### src/rtl/mem_stage_ctrl.sv
// Purpose: MEM pipeline stage controller with a data-memory handshake and the MEM/WB register.
// Latency: 1 edge for non-memory instructions; N+1 edges for an access that takes N WAIT cycles.
// Backpressure: stall_out holds the upstream stages while an access is pending (drops in the ack cycle).
module mem_stage_ctrl #(
  parameter int unsigned TIMEOUT = 255
) (
  input  logic        clk,
  input  logic        reset_n,
  input  logic        MemRead_in,
  input  logic        MemWrite_in,
  input  logic        WBdata_in,
  input  logic        RegWrite_in,
  input  logic [31:0] ALU_result_in,
  input  logic [31:0] BusB_in,
  input  logic [3:0]  dest_reg_in,
  input  logic [31:0] PC_in,
  output logic        mem_req,
  output logic        mem_we,
  output logic [31:0] mem_addr,
  output logic [31:0] mem_wdata,
  input  logic        mem_ack,
  input  logic [31:0] mem_rdata,
  output logic        stall_out,
  output logic        RegWrite_out,
  output logic [3:0]  dest_reg_out,
  output logic [31:0] WB_value_out,
  output logic [31:0] PC_out,
  output logic        mem_err
);

  typedef enum logic {S_IDLE, S_WAIT} state_t;

  localparam logic [8:0]  LP_TIMEOUT = 9'(TIMEOUT);
  localparam logic [31:0] LP_BUBBLE_PC = 32'hFFFF_FFFF;

  state_t      r_state;
  logic [8:0]  r_cnt;
  logic [31:0] r_addr;
  logic [31:0] r_wdata;
  logic        r_we;
  logic        r_wbdata;
  logic        r_regwrite;
  logic [3:0]  r_dest;
  logic [31:0] r_pc;

  logic        r_wb_regwrite;
  logic [3:0]  r_wb_dest;
  logic [31:0] r_wb_value;
  logic [31:0] r_wb_pc;
  logic        r_err;

  logic        w_access;
  logic        w_aligned;
  logic        w_in_wait;
  logic        w_timeout;

  assign w_access  = MemRead_in | MemWrite_in;
  assign w_aligned = (ALU_result_in[1:0] == 2'b00);
  assign w_in_wait = (r_state == S_WAIT);
  // The abort fires in the cycle whose missing ack would bring the count to TIMEOUT.
  assign w_timeout = w_in_wait && !mem_ack && ((r_cnt + 9'd1) == LP_TIMEOUT);

  // Memory side is driven straight from the captured request; the strobes only exist in WAIT.
  assign mem_req   = w_in_wait;
  assign mem_we    = w_in_wait & r_we;
  assign mem_addr  = r_addr;
  assign mem_wdata = r_wdata;

  // Hold upstream while an aligned access is being launched or is still waiting for its ack.
  assign stall_out = w_in_wait ? ~mem_ack : (w_access & w_aligned);

  assign RegWrite_out = r_wb_regwrite;
  assign dest_reg_out = r_wb_dest;
  assign WB_value_out = r_wb_value;
  assign PC_out       = r_wb_pc;
  assign mem_err      = r_err;

  // Two-state access FSM together with the captured request and the MEM/WB register.
  always_ff @(posedge clk or negedge reset_n) begin
    if (!reset_n) begin
      r_state       <= S_IDLE;
      r_cnt         <= 9'd0;
      r_addr        <= 32'd0;
      r_wdata       <= 32'd0;
      r_we          <= 1'b0;
      r_wbdata      <= 1'b0;
      r_regwrite    <= 1'b0;
      r_dest        <= 4'd0;
      r_pc          <= 32'd0;
      r_wb_regwrite <= 1'b0;
      r_wb_dest     <= 4'd0;
      r_wb_value    <= 32'd0;
      r_wb_pc       <= LP_BUBBLE_PC;
      r_err         <= 1'b0;
    end else begin
      case (r_state)
        S_IDLE: begin
          if (!w_access) begin
            r_wb_regwrite <= RegWrite_in;
            r_wb_dest     <= dest_reg_in;
            r_wb_value    <= ALU_result_in;
            r_wb_pc       <= PC_in;
          end else if (w_aligned) begin
            // Launch: capture the request, a store wins when both strobes are set.
            r_state       <= S_WAIT;
            r_cnt         <= 9'd0;
            r_addr        <= ALU_result_in;
            r_wdata       <= BusB_in;
            r_we          <= MemWrite_in;
            r_wbdata      <= WBdata_in;
            r_regwrite    <= RegWrite_in;
            r_dest        <= dest_reg_in;
            r_pc          <= PC_in;
            r_wb_regwrite <= 1'b0;
            r_wb_dest     <= 4'd0;
            r_wb_value    <= 32'd0;
            r_wb_pc       <= LP_BUBBLE_PC;
          end else begin
            // Misaligned: pass the instruction along without its register write.
            r_wb_regwrite <= 1'b0;
            r_wb_dest     <= dest_reg_in;
            r_wb_value    <= ALU_result_in;
            r_wb_pc       <= PC_in;
            r_err         <= 1'b1;
          end
        end
        S_WAIT: begin
          if (mem_ack) begin
            r_state       <= S_IDLE;
            r_wb_regwrite <= r_regwrite;
            r_wb_dest     <= r_dest;
            r_wb_value    <= r_wbdata ? mem_rdata : r_addr;
            r_wb_pc       <= r_pc;
          end else if (w_timeout) begin
            // Abort: the instruction is dropped and a bubble goes down the pipe.
            r_state       <= S_IDLE;
            r_cnt         <= 9'd0;
            r_wb_regwrite <= 1'b0;
            r_wb_dest     <= 4'd0;
            r_wb_value    <= 32'd0;
            r_wb_pc       <= LP_BUBBLE_PC;
            r_err         <= 1'b1;
          end else begin
            r_cnt <= r_cnt + 9'd1;
          end
        end
        default: r_state <= S_IDLE;
      endcase
    end
  end

endmodule

### config.mk
export PLATFORM = sky130hd
export DESIGN_NAME = mem_stage_ctrl
export DESIGN_NICKNAME = d
export VERILOG_FILES = /design/src/rtl/mem_stage_ctrl.sv
export SDC_FILE = /design/constraint.sdc
export NUM_CORES = 1
export LEC_CHECK = 0
export ABC_AREA = 1
export BUFFER_PORTS_ARGS = -buffer_cell sky130_fd_sc_hd__clkbuf_2
export CAP_MARGIN = 20
export CORE_MARGIN = 2
export CORE_UTILIZATION = 47
export DETAILED_ROUTE_END_ITERATION = 12
export GPL_TIMING_DRIVEN = 0
export PLACE_DENSITY_LB_ADDON = 0.15
export SYNTH_ARGS = -nofsm -noshare
export SYNTH_HDL_FRONTEND = slang
export SYNTH_SLANG_ARGS = --single-unit
### constraint.sdc
create_clock -name clk -period 1.8 [get_ports clk]
set_input_delay 0.18 -clock clk [delete_from_list [all_inputs] [get_ports clk]]
set_output_delay 0.18 -clock clk [all_outputs]
set_load 0.02 [all_outputs]
# Yosys cells after proc, flatten, opt, wreduce, memory -nomap -nowiden
# Index checks and enable logic that the tools add are counted.
# classes
addsub,1
multipliers,0
div,0
magnitude_cmp,0
n_eq_ne,7
n_shift,0
n_mux,36
bitwise_logic,5
reduce_logical,7
# op_table
op,n
two-way mux 32 bit,9
one-hot mux 32 bit (2 select lines),2
two-way mux 9 bit,4
one-hot mux 9 bit (2 select lines),1
two-way mux 4 bit,4
two-way mux 1 bit,12
"adder 9 x 1 -> 9 bit, second input constant",1
"equality test 9 x 8 -> 1 bit, second input constant",1
"!= test 2 bit, second input constant",4
one-hot mux 4 bit (2 select lines),1
one-hot mux 1 bit (2 select lines),3
AND reduction 3 bit,2
AND reduction 4 bit,1
"!= test 3 x 2 -> 1 bit, second input constant",1
AND 1 bit,2
logical AND 1 bit,2
logical NOT 2 bit,1
"!= test 2 x 1 -> 1 bit, second input constant",1
inverter 1 bit,2
logical NOT 1 bit,1
OR 1 bit,1
# totals
ff_bits,183
latchBits,0
ramBits,0
mem_bits_ro,0
inputBits,139
out_inout_bits,137
wordCells,70
memories,0

# Depth between registers and ports, before layout
# Gate-level depths: netlist of run 1.
# depth
ltp_word,6
ltp_mapped,13
depth_no_buf,12

# Worst setup path before layout of run 1
# Ideal clock, no wire load.
# synth_path
kind,flip-flop to flip-flop
from,reg r_cnt[1]
to,"reg r_wb_value[31], in the netlist WB_value_out[31]"
setup_ns,0.125
arrival_time_ns,1.638
t_required_ns,1.675
setup_slack_ns,0.036
stages_incl_launch_ff,14
n_path_buf,2
synth_period_minus_slack_ns,1.764
path_cell_list,dfrtp_1 ha_1 nand2_2 inv_1 nand2_1 nand2_1 nor2_1 nand2_1 nor2_2 nand2_4 buf_12 buf_12 nand3_2 nand3_2
# synth_between
elab_chain_len,4
# synth_rtl
item,line,rtl
"start, declared",37,logic [8:0] r_cnt;
"start signal, assigned",144,r_cnt <= r_cnt + 9'd1;
adder 9 x 1 -> 9 bit,61,assign w_timeout = w_in_wait && !mem_ack && ((r_cnt + 9'd1) == LP_TIMEOUT);
equality test 9 x 8 -> 1 bit,61,
logical AND 1 bit,61,
!= test 3 x 2 -> 1 bit (no source line),--,
"end signal, assigned",101,r_wb_value <= ALU_result_in;
"end signal, assigned",122,r_wb_value <= ALU_result_in;
"end signal, assigned",132,r_wb_value <= r_wbdata ? mem_rdata : r_addr;
"end, declared",48,logic [31:0] r_wb_value;
# Every way passes these cells.
# A chain may end at the register's enable or synchronous reset.

# Worst setup path in the final report of run 1
# layout_path
from,reg r_cnt[0]
to,"reg r_wb_value[23], in the netlist WB_value_out[23]"
# Same word-level chain as after synthesis.

==> results.md, run 1 <==
* Clock latency reported for the late side of the worst-skew pair at between 0.4 and 0.5 ns
* Vias per Instance at ~5.0
* Die span in x at roughly 140 um
* GRT overflow at 0
* Avg Inst Size Synth at 10.04 um^2
* Worst hold slack at a little over 0.009 ns
* Overall power at 12.67 mW
* Yosys cell types at 27
* CTS clk-pin slew, worst paths at approximately 0.070 ns
* Reg-to-reg slack, setup at -0.06 ns
* Routed Antenna Nets at 0
* Final hold violation count at 0
* HP Class: input port to register
* Maximum clock rate at 0.5369 GHz
* Inst Count DP at roughly 1400
* Synth warn at 0
* Pre-CTS setup slack at -0.4022 ns
* Final GP Congestion at 0.8518
* Post-synthesis adder-cell area fraction at 0.002869
* Worst EP required at 2.11 ns
* Flops & latches, synth at about 180
* Max-slew violations at 0
* Global Route Usage Sum at 0.2558
* Port buffer count at 275
* Worst setup SP type: register
* Layout cells sized above 1 at 0.4591
* Minimum clock period at between 1.5 and 2 ns
* Synth Area in XOR/XNOR at 0.001004
* Pin count of the biggest net entering global routing at between 90 and 100
* # DRC at 0
* Least-Margin Pin Slew at around 0.74 ns
* Met3 wire len at 1631 um
* P_leak at around 6 nW
* Simple-Gate Fraction of Synth Area at 0.2506
* Max H-tree Level at 4
* R2r endpoint: WB_value_out[23]
* Clk buf depth at 2
* Die Footprint at around 0.02 mm^2
* First DRT Iteration DRCs at between 300 and 400
* Setup Viol. Count Final at between 40 and 50
* Routed Wire Length at 25040 um
* Crit end category: register
* Top Layer Used: met5
* Slew headroom at 0.5060
* Initial antenna violation count at 3
* HPWL after DPL at around 17000 um
* Chip Height at 140.2 um
* Ports at 276
* Seq/Total Area, Yosys at 0.5295
* Number of global-route vias before repair at between 7000 and 8000
* Worst R2R Path Depth at 13
* WL met2 at between 10000 and 15000 um
* Critical path class: register to register
* Hold Crit Depth at 3
* Run status: complete, but fails checks
* Synth Area in Compound Gates at 0.06713
* Layout net count at 1387
* Min-delay src: mem_rdata[4]
* First-pass GRT wire length at 39900 um
* Hold worst-path end: WB_value_out[4]
* Final worst slack at -0.06240 ns
* Largest family of logic cells by synthesized area: simple AND/OR/NAND/NOR gates
* RSZ-0062 raised after global routing: yes
* Arrival time at the worst endpoint at 2.17 ns
* Max-cap violations at 0
* Maximum VDD drop at 0.6813 mV
* Crit-path max FO at 8
* Pwr dens at 1049 mW/mm^2
* Num rows at between 40 and 50
* Wire length per cell at 16.80 um
* Num CTS Buffers at 17
* Cells after Synth at 869
* Met1 wire length at 10070 um
* Drt pass-1 iters at 5
* Worst Setup SP: r_cnt[0]
* FF-to-FF Start: r_cnt[0]
* Failing checks: negative setup slack
* Clock Skews at 0.01236 ns
* Syn Std Cell Area at 0.008723 mm^2
* Clk root buf: clkbuf_16
* Mux contribution to synthesized area at 0.08649
* Vias at roughly 7500
* CTS sink count at 183
* Initial Util at 0.4823
* Core ar. at 0.01809 mm^2
* Area growth from synthesis to layout at 38.51%
* Fin cells at around 1500
* Mapped Nets at 1010
* Fin crit share at 1.035
* TritonCTS clock tree: built
[cells in the mapped netlist]
master,count,area (um^2)
nor2_2,3,18.77
buf_1,2,7.510
o21ai_1,6,30.03
nand3_1,16,80.08
buf_12,5,100.1
nand3_2,101,1011
nor2_1,102,382.9
nand2_1,166,623.1
nand2_2,3,18.77
a22oi_1,4,30.03
o21ai_0,69,345.3
mux2_2,62,698.2
buf_4,4,30.03
buf_8,3,45.04
ha_1,2,25.02
buf_2,16,80.08
nand2_4,2,22.52
mux2_1,5,56.30
inv_1,50,187.7
clkbuf_1,23,86.33
dfrtp_1,151,3779
inv_2,2,7.510
a21oi_1,36,180.2
nand4_1,1,6.260
xor2_1,1,8.760
nor2_4,2,22.52
dfstp_2,32,840.8
[layer usage]
metal | up-vias | track usage
met5 | - | 0
met4 | 2 | 0.09995
met3 | 41 | 0.06051
met1 | 3591 | 0.3115
met2 | 239 | 0.4412
li1 | 3619 | -
[registers in the layout, indices dropped and copies added (netlist names)]
register      flops
r_we              1
mem_addr         32
dest_reg_out      4
WB_value_out     32
r_cnt             9
r_wbdata          1
PC_out           32
r_pc             32
r_dest            4
RegWrite_out      1
mem_wdata        32
r_regwrite        1
mem_req           1
mem_err           1
[metrics by stage]
| step | utilization | TNS, ns | cell area (um^2) |
|---|---|---|---|
| floorplan | - | 0 | 8723 |
| global placement | 0.5743 | -525.44 | 10390 |
| detailed placement | 0.5763 | -21.96 | 10420 |
| CTS | 0.6533 | -0.5070 | 11820 |
| global route | 0.6681 | -10.29 | 12080 |
| finish | 0.6681 | -1.576 | 12080 |
[where the power goes]
part / switching [mW] / internal [mW]
sequential: 0.549 / 4.99
combinational: 2.06 / 1.32
clock: 1.76 / 1.99
total: 4.37 / 8.30
[area by class of cell]
class,count,area (um^2)
fill,1501,6003
sequential,183,4621
multi-input combinational,581,3722
timing repair buffer,359,2292
clock buffer,19,442.9
buffer,52,380.4
tap,229,286.5
inverter,52,195.2
clock inverter,13,137.6
antenna,2,5.005
[cells by family after synthesis]
group / after synthesis
AO/OA/AOI/OAI: 115
XOR/XNOR: 1
adder cells (fa/ha/maj): 2
buffers and inverters: 105
flip-flops: 183
multiplexers: 67
AND/OR/NAND/NOR: 396
[critical path: stages (launching register included)]
cell       delay (ns)
dfrtp_1          0.43
ha_4             0.20
nand2_4          0.09
inv_2            0.04
nand2_2          0.05
nand2_2          0.05
nor2_2           0.11
nand2_2          0.08
nor2_4           0.14
nand2_4          0.09
buf_12           0.17
clkbuf_16        0.17
nand3_2          0.06
nand3_2          0.06
[cells in the final DEF, fill, tap and decap left out, types with 3 or more instances in the layout]
| cell | synthesis | final |
|---|---|---|
| dfstp_2 | 32 | 32 |
| clkinvlp_4 | 0 | 4 |
| o21ai_1 | 6 | 6 |
| dfrtp_1 | 151 | 150 |
| a22oi_1 | 4 | 4 |
| nand2_4 | 2 | 4 |
| nand2_2 | 3 | 9 |
| buf_2 | 16 | 14 |
| clkbuf_16 | 0 | 21 |
| mux2_2 | 62 | 62 |
| o21ai_0 | 69 | 69 |
| nand3_2 | 101 | 92 |
| buf_12 | 5 | 6 |
| inv_8 | 0 | 3 |
| buf_4 | 4 | 7 |
| nand2_1 | 166 | 158 |
| clkbuf_2 | 0 | 281 |
| inv_1 | 50 | 47 |
| buf_6 | 0 | 4 |
| dlygate4sd3_1 | 0 | 72 |
| inv_2 | 2 | 5 |
| buf_8 | 3 | 3 |
| clkinv_4 | 0 | 3 |
| nand3_4 | 0 | 11 |
| nor2_1 | 102 | 100 |
| a21oi_1 | 36 | 36 |
| mux2_1 | 5 | 5 |
| clkbuf_1 | 23 | 16 |
| nor2_4 | 2 | 5 |
| nand3_1 | 16 | 14 |
[how the worst max path moves through the flow]
| stage | slack [ns] | endpoint | depth (start not counted) |
|---|---|---|---|
| after floorplan | 0.04 | WB_value_out[31] | 13 |
| after global placement | -3.00 | r_pc[18] | 1 |
| after detailed placement | -0.40 | stall_out | 8 |
| after CTS | -0.05 | WB_value_out[10] | 11 |
| after global routing | -0.18 | WB_value_out[26] | 11 |
| final | -0.06 | WB_value_out[23] | 13 |
[what timing repair did]
action,CTS,global route
endpoints found under the hold margin,166,0
hold buffers,72,0
endpoints found under the setup margin,118,79
cloned,0,4
setup buffers,5,2
pin swaps,3,8
resized for setup,24,31
Power figures use the tool's default switching activity.
==> inputs of run 2 (changes only) <==
--- a/config.mk
+++ b/config.mk
@@ -8,8 +8,10 @@
 export ABC_AREA = 1
 export BUFFER_PORTS_ARGS = -buffer_cell sky130_fd_sc_hd__clkbuf_2
 export CAP_MARGIN = 20
+export CELL_PAD_IN_SITES_DETAIL_PLACEMENT = 0
+export CELL_PAD_IN_SITES_GLOBAL_PLACEMENT = 2
 export CORE_MARGIN = 2
-export CORE_UTILIZATION = 47
+export CORE_UTILIZATION = 28
 export DETAILED_ROUTE_END_ITERATION = 12
 export GPL_TIMING_DRIVEN = 0
 export PLACE_DENSITY_LB_ADDON = 0.15
==> run 2 against run 1 <==
The run still ends with negative setup slack left. Largest power group unchanged. Maximum frequency is 2.6% higher. Critical path type unchanged. Clock skew hardly changed. Non-clock buffer count is 36 higher. Register-to-register slack better by 0.05 ns. Critical path depth is 2 lower.
==> results.md, run 2 (synthesized netlist as in run 1, its figures left out) <==
* Worst setup SP type: register (unchanged)
* Pwr dens at 1014 mW/mm^2 (was 1049 mW/mm^2)
* Hold worst-path end: r_pc[22] (was WB_value_out[4])
* Crit end category: register (unchanged)
* TritonCTS clock tree: built (unchanged)
* Worst hold slack at 0.01321 ns (was 0.009054 ns)
* Failing checks: negative setup slack (unchanged)
* P_leak at 6.229 nW (was 6.094 nW)
* Design area at 0.01257 mm^2 (was 0.01208 mm^2)
* Wire length per cell at 16.57 um (was 16.80 um)
* Slew headroom at 0.4490 (was 0.5060)
* Most used routing layer: met2 (unchanged)
* Num rows at 64 (was 49)
* Minimum clock period at 1.815 ns (was 1.862 ns)
* M3 GR Usage at 0.05214 (was 0.06051)
* Initial antenna violation count at 2 (was 3)
* Clk buf depth at 2 (unchanged)
* Global Route Usage Sum at 0.1721 (was 0.2558)
* Die Footprint at 0.03258 mm^2 (was 0.01967 mm^2)
* # DRC at 0 (unchanged)
* Setup_tns at -0.1628 ns (was -1.576 ns)
* Most common library cell in the layout ignoring fill and taps: clkbuf_2 (unchanged)
* Area growth from synthesis to layout at 44.12% (was 38.51%)
* DP Area at 0.01063 mm^2 (was 0.01042 mm^2)
* Die span in x at 180.5 um (was 140.2 um)
* Initial Util at 0.2844 (was 0.4823)
* Maximum VDD drop at 0.5950 mV (was 0.6813 mV)
* # fillers at 3162 (was 1501)
* R2r endpoint: WB_value_out[23] (unchanged)
* Met1 Resource Use GR at 0.2248 (was 0.3115)
* Fin cells at 1692 (was 1490)
* Max-slew violations at 0 (unchanged)
* Arrival time at the worst endpoint at 2.14 ns (was 2.17 ns)
* Critical path class: register to register (unchanged)
* GRT overflow at 0 (unchanged)
* Num CTS Buffers at 17 (unchanged)
* Final worst slack at -0.01498 ns (was -0.06240 ns)
* Routed Antenna Nets at 0 (unchanged)
* Reg-to-reg slack, setup at -0.01 ns (was -0.06 ns)
* Least-Margin Pin Slew at 0.8265 ns (was 0.7410 ns)
* Port buffer count at 275 (unchanged)
* RSZ-0062 raised after global routing: yes (unchanged)
* Commonest cells after routing, fill and taps aside: clkbuf_2, nand2_1, dfrtp_1 (unchanged)
* Pin count of the biggest net entering global routing at 93 (was 97)
* Crit-path max FO at 10 (was 8)
* Clk root buf: clkbuf_16 (unchanged)
* Run status: complete, but fails checks (unchanged)
* Fin crit share at 1.008 (was 1.035)
* Ports at 276 (unchanged)
* Min-delay src: PC_in[22] (was mem_rdata[4])
* Inst Count DP at 1541 (was 1374)
* Fin util at 0.4099 (was 0.6681)
* Chip Height at 180.5 um (was 140.2 um)
* Maximum clock rate at 0.5510 GHz (was 0.5369 GHz)
* Layout cells sized above 1 at 0.4510 (was 0.4591)
* Layout net count at 1423 (was 1387)
* Setup Viol. Count Final at 28 (was 49)
* Worst R2R Path Depth at 11 (was 13)
* Routed Wire Length at 28030 um (was 25040 um)
* HPWL after DPL at 19680 um (was 17280 um)
* Drt pass-1 iters at 4 (was 5)
* M2 GR Usage at 0.2777 (was 0.4412)
* Max-cap violations at 0 (unchanged)
* CTS sink count at 183 (unchanged)
* First DRT Iteration DRCs at 301 (was 317)
* Clock latency reported for the late side of the worst-skew pair at 0.45 ns (was 0.43 ns)
* Vias per Instance at 4.398 (was 5.028)
* Worst EP required at 2.13 ns (was 2.11 ns)
* First-pass GRT wire length at 43910 um (was 39900 um)
* Vias at 7441 (was 7492)
* Hold Crit Depth at 3 (unchanged)
* Clock Skews at 0.01253 ns (was 0.01236 ns)
* Final GP Congestion at 0.7182 (was 0.8518)
* Max H-tree Level at 4 (unchanged)
* FF-to-FF Start: r_cnt[0] (unchanged)
* Final hold violation count at 0 (unchanged)
* Number of global-route vias before repair at 7639 (was 7802)
* CTS clk-pin slew, worst paths at 0.07 ns (about the same)
* Core ar. at 0.03067 mm^2 (was 0.01809 mm^2)
* HP Class: input port to register (unchanged)
-- run 2: final cells by class --
cell class	instances	area, um^2	share of cell area
buffer	52	386.6	0.03075
multi-input combinational	581	3676	0.2924
clock inverter	13	120.1	0.009554
sequential	183	4622	0.3676
clock buffer	19	442.9	0.03523
timing repair buffer	395	2625	0.2088
tap	396	495.5	0.03941
inverter	52	201.4	0.01602
antenna	1	2.502	0.0001990
-- run 2: metal layers --
metal  vias up  wire length [um]
met2       171             13330
met5         -                16
li1       3690                 -
met1      3557             12700
met3        21              1644
met4         2               340
-- run 2: critical path, stage by stage (launching register included) --
cell     delay, ns
dfrtp_1       0.43
inv_2         0.13
ha_1          0.19
nand3_2       0.11
nor2_4        0.11
nand2_2       0.07
nor2_4        0.12
nand2_4       0.09
buf_12        0.16
buf_12        0.15
nand3_2       0.06
nand3_2       0.06
-- run 2: repair_timing --
item	4_1_cts	5_1_grt
hold endpoints to repair	173	0
gates cloned	0	2
buffers inserted	5	5
hold buffers	107	0
resized for setup	34	23
pin swaps	5	13
endpoints found under the setup margin	123	77
-- run 2: per-stage QoR --
stage,setup slack [ns],power [mW]
final,-0.01498,12.74
after global routing,-0.1432,13.49
after CTS,-0.04814,12.91
after detailed placement,-0.4213,8.851
after global placement,-3.461,8.807
after floorplan,0.03642,7.483
-- run 2: worst max path at each step --
stage           startpoint               end  cells past startpoint  slack, ns
2_1_floorplan     r_cnt[1]  WB_value_out[31]                     13       0.04
3_3_place_gp       reset_n     mem_wdata[20]                      1      -3.46
3_5_place_dp   MemWrite_in         stall_out                      8      -0.42
4_1_cts           r_cnt[0]  WB_value_out[30]                     13      -0.05
5_1_grt           r_cnt[0]  WB_value_out[23]                     12      -0.14
6_report          r_cnt[0]  WB_value_out[23]                     11      -0.01
-- run 2: report_power, final --
| part | internal [mW] | switching [mW] |
|---|---|---|
| sequential | 4.99 | 0.520 |
| clock | 1.96 | 1.78 |
| combinational | 1.39 | 2.10 |
